==> src/rtl/axi_fifo_responder.sv <==
// axi_fifo_responder: responder end of the simple AXI-style write/read link.
// Write beats {addr,data} are queued in a DEPTH-entry FIFO and popped in order
// on read requests; read_data is registered at the accepting edge.
// Ports: clk, rst (sync, active-high); write_addr/write_data/write_valid ->
// write_ready; read_addr/read_valid -> read_ready, read_data;
// fifo_full, fifo_empty status.
// Optional: define AXI_FIFO_ADDR_CHECK_EN to compare read_addr against the
// head address and return ERR_DATA on mismatch (the entry is still popped).
module axi_fifo_responder #(
  parameter int          DEPTH    = 16,
  parameter logic [31:0] ERR_DATA = 32'hDEAD_BEEF
) (
  input  logic        clk,
  input  logic        rst,
  input  logic [31:0] write_addr,
  input  logic [31:0] write_data,
  input  logic        write_valid,
  output logic        write_ready,
  input  logic [31:0] read_addr,
  input  logic        read_valid,
  output logic        read_ready,
  output logic [31:0] read_data,
  output logic        fifo_full,
  output logic        fifo_empty
);

  localparam int AW = (DEPTH > 1) ? $clog2(DEPTH) : 1;
  localparam int CW = $clog2(DEPTH + 1);
  localparam logic [CW-1:0] FULL_CNT = CW'(DEPTH);

  logic [31:0]   r_mem_data [DEPTH];
  logic [AW-1:0] r_wptr;
  logic [AW-1:0] r_rptr;
  logic [CW-1:0] r_count;
  logic [31:0]   r_read_data;

  logic          w_wr;
  logic          w_rd;
  logic [31:0]   w_rd_val;

  // Status and readies come from the registered count only, so a read
  // freeing a full slot cannot admit a write on the same edge.
  assign fifo_full   = (r_count == FULL_CNT);
  assign fifo_empty  = (r_count == '0);
  assign write_ready = !fifo_full && !rst;
  assign read_ready  = !fifo_empty && !rst;
  assign read_data   = r_read_data;

  assign w_wr = write_valid && write_ready;
  assign w_rd = read_valid && read_ready;

`ifdef AXI_FIFO_ADDR_CHECK_EN
  logic [31:0] r_mem_addr [DEPTH];

  always_ff @(posedge clk) begin
    if (w_wr) r_mem_addr[r_wptr] <= write_addr;
  end

  always_comb begin
    w_rd_val = r_mem_data[r_rptr];
    if (read_addr != r_mem_addr[r_rptr])
      w_rd_val = ERR_DATA;
  end
`else
  logic w_unused;
  assign w_unused = ^{read_addr, write_addr, ERR_DATA};

  always_comb begin
    w_rd_val = r_mem_data[r_rptr];
  end
`endif

  always_ff @(posedge clk) begin
    if (w_wr) r_mem_data[r_wptr] <= write_data;
  end

  always_ff @(posedge clk) begin
    if (rst) begin
      r_wptr      <= '0;
      r_rptr      <= '0;
      r_count     <= '0;
      r_read_data <= 32'h0;
    end else begin
      if (w_wr) r_wptr <= r_wptr + 1'b1;
      if (w_rd) begin
        r_rptr      <= r_rptr + 1'b1;
        r_read_data <= w_rd_val;
      end
      case ({w_wr, w_rd})
        2'b10:   r_count <= r_count + 1'b1;
        2'b01:   r_count <= r_count - 1'b1;
        default: r_count <= r_count;
      endcase
    end
  end

endmodule
==> config.mk <==
export PLATFORM = sky130hd
export DESIGN_NAME = axi_fifo_responder
export DESIGN_NICKNAME = d
export VERILOG_FILES = /design/src/rtl/axi_fifo_responder.sv
export SDC_FILE = /design/constraint.sdc
export NUM_CORES = 1
export LEC_CHECK = 0
export CORE_MARGIN = 2
export CORE_UTILIZATION = 30
export CTS_CLUSTER_DIAMETER = 60
export DETAILED_ROUTE_END_ITERATION = 10
export MAX_ROUTING_LAYER = met4
export SKIP_CTS_REPAIR_TIMING = 1
export SLEW_MARGIN = 40
export SYNTH_ARGS = -nofsm -noshare
export SYNTH_HDL_FRONTEND = slang
export SYNTH_SLANG_ARGS = --single-unit
==> constraint.sdc <==
create_clock -name clk -period 5.8 [get_ports clk]
set_clock_uncertainty 0.05 [all_clocks]
set_input_delay 0.58 -clock clk [delete_from_list [all_inputs] [get_ports clk]]
set_output_delay 0.58 -clock clk [all_outputs]
set_load 0.01 [all_outputs]
=== Word-level counts from Yosys, hierarchy flattened ===
Memories as Yosys holds them, arrays and structs flattened. A register that Yosys moved wholly into a read port is not among the register bits.
Index checks and enable logic that the tools add are counted.

* Bits in registers: 13
* Memory bits (writable): 512
* Input bits: 100
* Output and inout port bits: 36
* Logic and storage cells: 23
* Memories kept: 1

{| class="wikitable"
|+ Memory list
! memory !! words !! bits a word !! read ports !! clocked after memory_dff !! write ports !! RTL line !! source
|-
| r_mem_data || 16 || 32 || 1 || 1 || 1 || 31 || <nowiki>logic [31:0] r_mem_data [DEPTH];</nowiki>
|}

* $add $sub $neg: 4
* Equality and inequality tests: 3
* Muxes and demuxes: 3
* Reduce and logical (&&, ||, !) cells: 9

{| class="wikitable"
|+ Operators by type and width
! operator !! count
|-
| case mux 5 bit (2 select lines) || 1
|-
| adder 4 x 1 -> 4 bit, second input constant || 2
|-
| adder 5 x 1 -> 5 bit, second input constant || 1
|-
| equality test 5 bit, second input constant || 1
|-
| logical NOT 5 bit || 1
|-
| subtractor 5 x 1 -> 5 bit, second input constant || 1
|-
| logical AND 1 bit || 4
|-
| logical NOT 1 bit || 3
|-
| equality test 2 x 1 -> 1 bit, second input constant || 1
|-
| equality test 2 bit, second input constant || 1
|-
| 2-to-1 mux 1 bit || 2
|-
| nonzero test 2 bit || 1
|}

=== Longest topological paths before layout ===
* Depth after elaboration: 6
* Depth in mapped cells: 11

=== Worst setup path before layout ===
No wires, ideal clock.

* Path kind: in2reg
* Start point: in rst
* End point: mem r_mem_data[3][0], enable pin
* Arrival time: 3620 ps
* Slack: 1669 ps
* Stages on the path: 4
* Buffers on the path: 1
* Cell sequence: clkbuf_1 -> a211oi_2 -> nand2_1 -> nor3_1

* Word-level cells in the longest chain between the ends: 5

{| class="wikitable"
|+ RTL lines
! element !! RTL line !! source
|-
| from (decl) || 14 || <nowiki>input logic rst,</nowiki>
|-
| logical NOT 1 bit || 45 || <nowiki>assign write_ready = !fifo_full && !rst;</nowiki>
|-
| logical AND 1 bit || 45 ||
|-
| logical AND 1 bit || 49 || <nowiki>assign w_wr = write_valid && write_ready;</nowiki>
|-
| 2-to-1 mux 1 bit || 74 || <nowiki>if (w_wr) r_mem_data[r_wptr] <= write_data;</nowiki>
|-
| 2-to-1 mux 1 bit (not written as such) || 74 ||
|-
| to (decl) || 31 ||
|}

Every way passes these cells.

=== Final worst setup path ===
* Start point: reg r_count[0]
* End point: reg r_count[4]

* Word-level cells in the longest chain between the ends: 6
* Elaborated cells on any way between the ends: 14

{| class="wikitable"
|+ RTL lines
! element !! RTL line !! source
|-
| from (decl) || 34 || <nowiki>logic [CW-1:0] r_count;</nowiki>
|-
| from (signal assigned) || 90 || <nowiki>2'b10: r_count <= r_count + 1'b1;</nowiki>
|-
| from (signal assigned) || 91 || <nowiki>2'b01: r_count <= r_count - 1'b1;</nowiki>
|-
| from (signal assigned) || 92 || <nowiki>default: r_count <= r_count;</nowiki>
|-
| logical NOT 5 bit (*) || 44 || <nowiki>assign fifo_empty = (r_count == '0);</nowiki>
|-
| logical NOT 1 bit (*) || 46 || <nowiki>assign read_ready = !fifo_empty && !rst;</nowiki>
|-
| logical AND 1 bit (*) || 46 ||
|-
| logical AND 1 bit (*) || 50 || <nowiki>assign w_rd = read_valid && read_ready;</nowiki>
|-
| named net w_rd || 38 || <nowiki>logic w_rd;</nowiki>
|-
| equality test 2 x 1 -> 1 bit / equality test 2 bit (equally long branches) || 89 || <nowiki>case ({w_wr, w_rd})</nowiki>
|-
| case mux 5 bit (2 select lines) / nonzero test 2 bit (equally long branches) || n/a ||
|}

Mark *: on every way through the listed nets, which the timed path passes. The rest lies on a longest branch.
A chain may end at the register's enable or synchronous reset.

==> results_dict.tcl <==
set metrics [dict create \
    core_sq_um 70000 \
    synthCells 995 \
    grt_pass1_wl_microns 66700 \
    hold_viol 0 \
    drive_above_1_share_pct 26.6 \
    clockPowerShare_pct 43.0 \
    swShare_pct 21.1 \
    synth-xor-area-share_pct 0.330 \
    p_per_area_nw_per_um2 345 \
    slew_violations 0 \
    route.detailed.drc 0 \
    synth_edf_count 512 \
    io_pins 136 \
    relSlewSlack_pct 43.9 \
    synthesis.area_sq_um 21200 \
    cts_max_path_buffers 3 \
    tightest_slew_ns 0.840 \
    criticalPathCategory "reg2reg" \
    portBuffers 71 \
    achievable-frequency_ghz 0.302 \
    cts_max_level 2 \
    ys_ff_latch 557 \
    synth_mux_area_share_pct 15.4 \
    status "complete, no violations" \
    crit_required_ns 6.24 \
    peakVddDrop_mv 0.197 \
    n_fill_cell 6370 \
    start_util_pct 30.3 \
    synth_compound_area_share_pct 2.60 \
    layout_common_cells "512 x edfxtp_1, 128 x mux4_2, 70 x clkdlybuf4s50_1, 59 x clkbuf_16, 42 x dfxtp_1" \
    drt_iter0_markers 685 \
    vias 9822 \
    setup_viol 0 \
    rsz0062_at_grt "false" \
    yosys.area_share.simple_pct 2.77 \
    yosysSeqAreaShare_pct 76.8 \
    cts_tree "done" \
    crit_fanout 8 \
    synth_area_per_cell_sq_um 21.3 \
    setup_tns_ns 0 \
    seq_area_sq_um 16300 \
    period_needed_ns 3.31 \
    clock_latency_ns 0.61 \
    slowest_stage "a211oi_2" \
    track_usage_pct 12.6 \
    p_switching_mw 1.83 \
    final_common_cell "edfxtp_1" \
    synth-main-ff-cell "edfxtp_1" \
    leakagePower_nw 7.68 \
    max_stage_delay_ns 0.64 \
    startpoint_type "register" \
    gp_congestion 0.682 \
    power_frac_comb_pct 5.2 \
    synth_top_family_by_area "multiplexers" \
    crit_arrival_ns 3.75 \
    die_h_microns 270 \
    placed_cells 1982 \
    end_kind "register" \
    cts_buffers 58 \
    path_cells "nor4_4, a211oi_2, ha_1, inv_1, fa_1, nor2b_1, o21ai_0, nand3_1, or3b_2, mux2_2" \
    vias_per_cell 4.69 \
    ant_nets 0 \
    period_share_pct 57.1 \
    clkSinkCount 557 \
    num_rows 97 \
    intPower_mw 6.86 \
    clock-root-buffer "clkbuf_16" \
    dp_hpwl_microns 24600 \
    grt_start_max_net_pins 71 \
    utilization_pct 36.0 \
    dieArea_sq_um 72800 \
    yosysWarnings 0 \
    synth_nets 1105 \
    synth_cell_type_count 32 \
    antenna_found_initial 1 \
    grt_pass1_vias 10161 \
    routed_wl_microns 44900 \
    die_x_microns 270 \
    seq_power_share_pct 51.8 \
    synth-async-reset-ratio_pct 0 \
    clk_pin_slew_worst_paths_ns 0.06 \
    wl_per_cell_microns 21.5 \
    synth_adder_area_share_pct 0.626 \
    fin_nets 1213 \
    final_cells 2094 \
    drv_cap 0 \
    hp-class "in2reg" \
    grt.overflow.total 0 \
    multi_input_area_sq_um 4730 \
    syn_to_final_growth_pct 18.8 \
    firstDrtPassIters 5 \
]
-- final timing paths --
check                            startpoint                   endpoint  slack, ns  depth (start not counted)
setup / recovery    r_count[0]$_SDFFE_PP0P_    r_count[4]$_SDFFE_PP0P_       2.49                         10
hold / removal                          rst    r_count[2]$_SDFFE_PP0P_       0.34                          2
setup reg to reg    r_count[0]$_SDFFE_PP0P_    r_count[4]$_SDFFE_PP0P_       2.49                         10
hold reg to reg   read_data[2]$_SDFFE_PP0P_  read_data[2]$_SDFFE_PP0P_       0.43                          1
-- power by group through the flow --
stage	sequential, mW	combinational (mW)	clock, mW
global placement	4.58	0.456	0
CTS	4.50	0.467	3.82
detailed placement	4.59	0.465	0
finish	4.50	0.455	3.73
floorplan	4.57	0.247	0
global route	4.51	0.498	3.97
-- flip-flops by register name (all words and copies together) (netlist names) --
signal      flops
r_count         5
r_mem_data    512
r_rptr          4
r_wptr          4
read_data      32
-- critical path: cells and delay by family, from the launching register on --
family / cells / cell delay [ns]
buffers and inverters: 1 / 0.11
AND/OR/NAND/NOR: 4 / 0.83
multiplexers: 1 / 0.27
adder cells (fa/ha/maj): 2 / 0.75
flip-flops: 1 / 0.43
AO/OA/AOI/OAI: 2 / 0.77
-- cell families (layout without fill, tap and decap cells) --
group / after synthesis / after routing
flip-flops: 557 / 557
multiplexers: 162 / 162
AND/OR/NAND/NOR: 120 / 120
AO/OA/AOI/OAI: 74 / 74
buffers and inverters: 64 / 222
adder cells (fa/ha/maj): 10 / 10
XOR/XNOR: 8 / 8
other: 0 / 1
-- Yosys cell counts (all sizes together), types with 2 or more instances --
| library cell | count | area share (%) |
|---|---|---|
| a211oi | 2 | 0.12 |
| a21oi | 36 | 0.85 |
| a221o | 32 | 1.5 |
| and2 | 3 | 0.089 |
| buf | 32 | 0.95 |
| clkbuf | 22 | 0.39 |
| dfxtp | 45 | 4.2 |
| edfxtp | 512 | 73 |
| ha | 9 | 0.53 |
| inv | 10 | 0.18 |
| mux2 | 33 | 1.8 |
| mux4 | 128 | 14 |
| nand2 | 40 | 0.71 |
| nand2b | 36 | 1.1 |
| nand4 | 2 | 0.059 |
| nor2 | 29 | 0.51 |
| nor2b | 2 | 0.059 |
| nor3 | 5 | 0.12 |
| o21ai | 2 | 0.047 |
| xnor2 | 3 | 0.12 |
| xor2 | 5 | 0.21 |
-- final cells by class --
cell class                      instances  share of cell area, %
Inverter                               10                  0.149
Sequential cell                       557                   64.6
Clock buffer                           82                   6.48
Antenna cell                            1                0.00993
Tap cell                              940                   4.67
Timing Repair Buffer                  102                   3.99
Multi-Input combinational cell        374                   18.8
Clock inverter                         28                   1.28
-- metal layers --
layer  GRT usage [%]  vias up  part of all wire [%]
met5               -        -                     0
met4            3.33        0                   1.9
met3            3.12       79                   5.7
met2            20.4      214                    49
met1            15.9     5207                    43
li1                -     4322                     -
-- per-stage QoR --
| stage | power, mW | hold slack [ns] | setup WS (ns) | instance area [sq um] |
|---|---|---|---|---|
| 2_1_floorplan | 4.82 | 0.435 | 1.67 | 21200 |
| 3_3_place_gp | 5.04 | 0.422 | 1.38 | 23100 |
| 3_5_place_dp | 5.05 | 0.424 | 1.91 | 23200 |
| 4_1_cts | 8.78 | 0.314 | 2.46 | 25200 |
| 5_1_grt | 8.98 | 0.342 | 2.31 | 25200 |
| 6_report | 8.69 | 0.335 | 2.49 | 25200 |
Power figures use the tool's default switching activity.
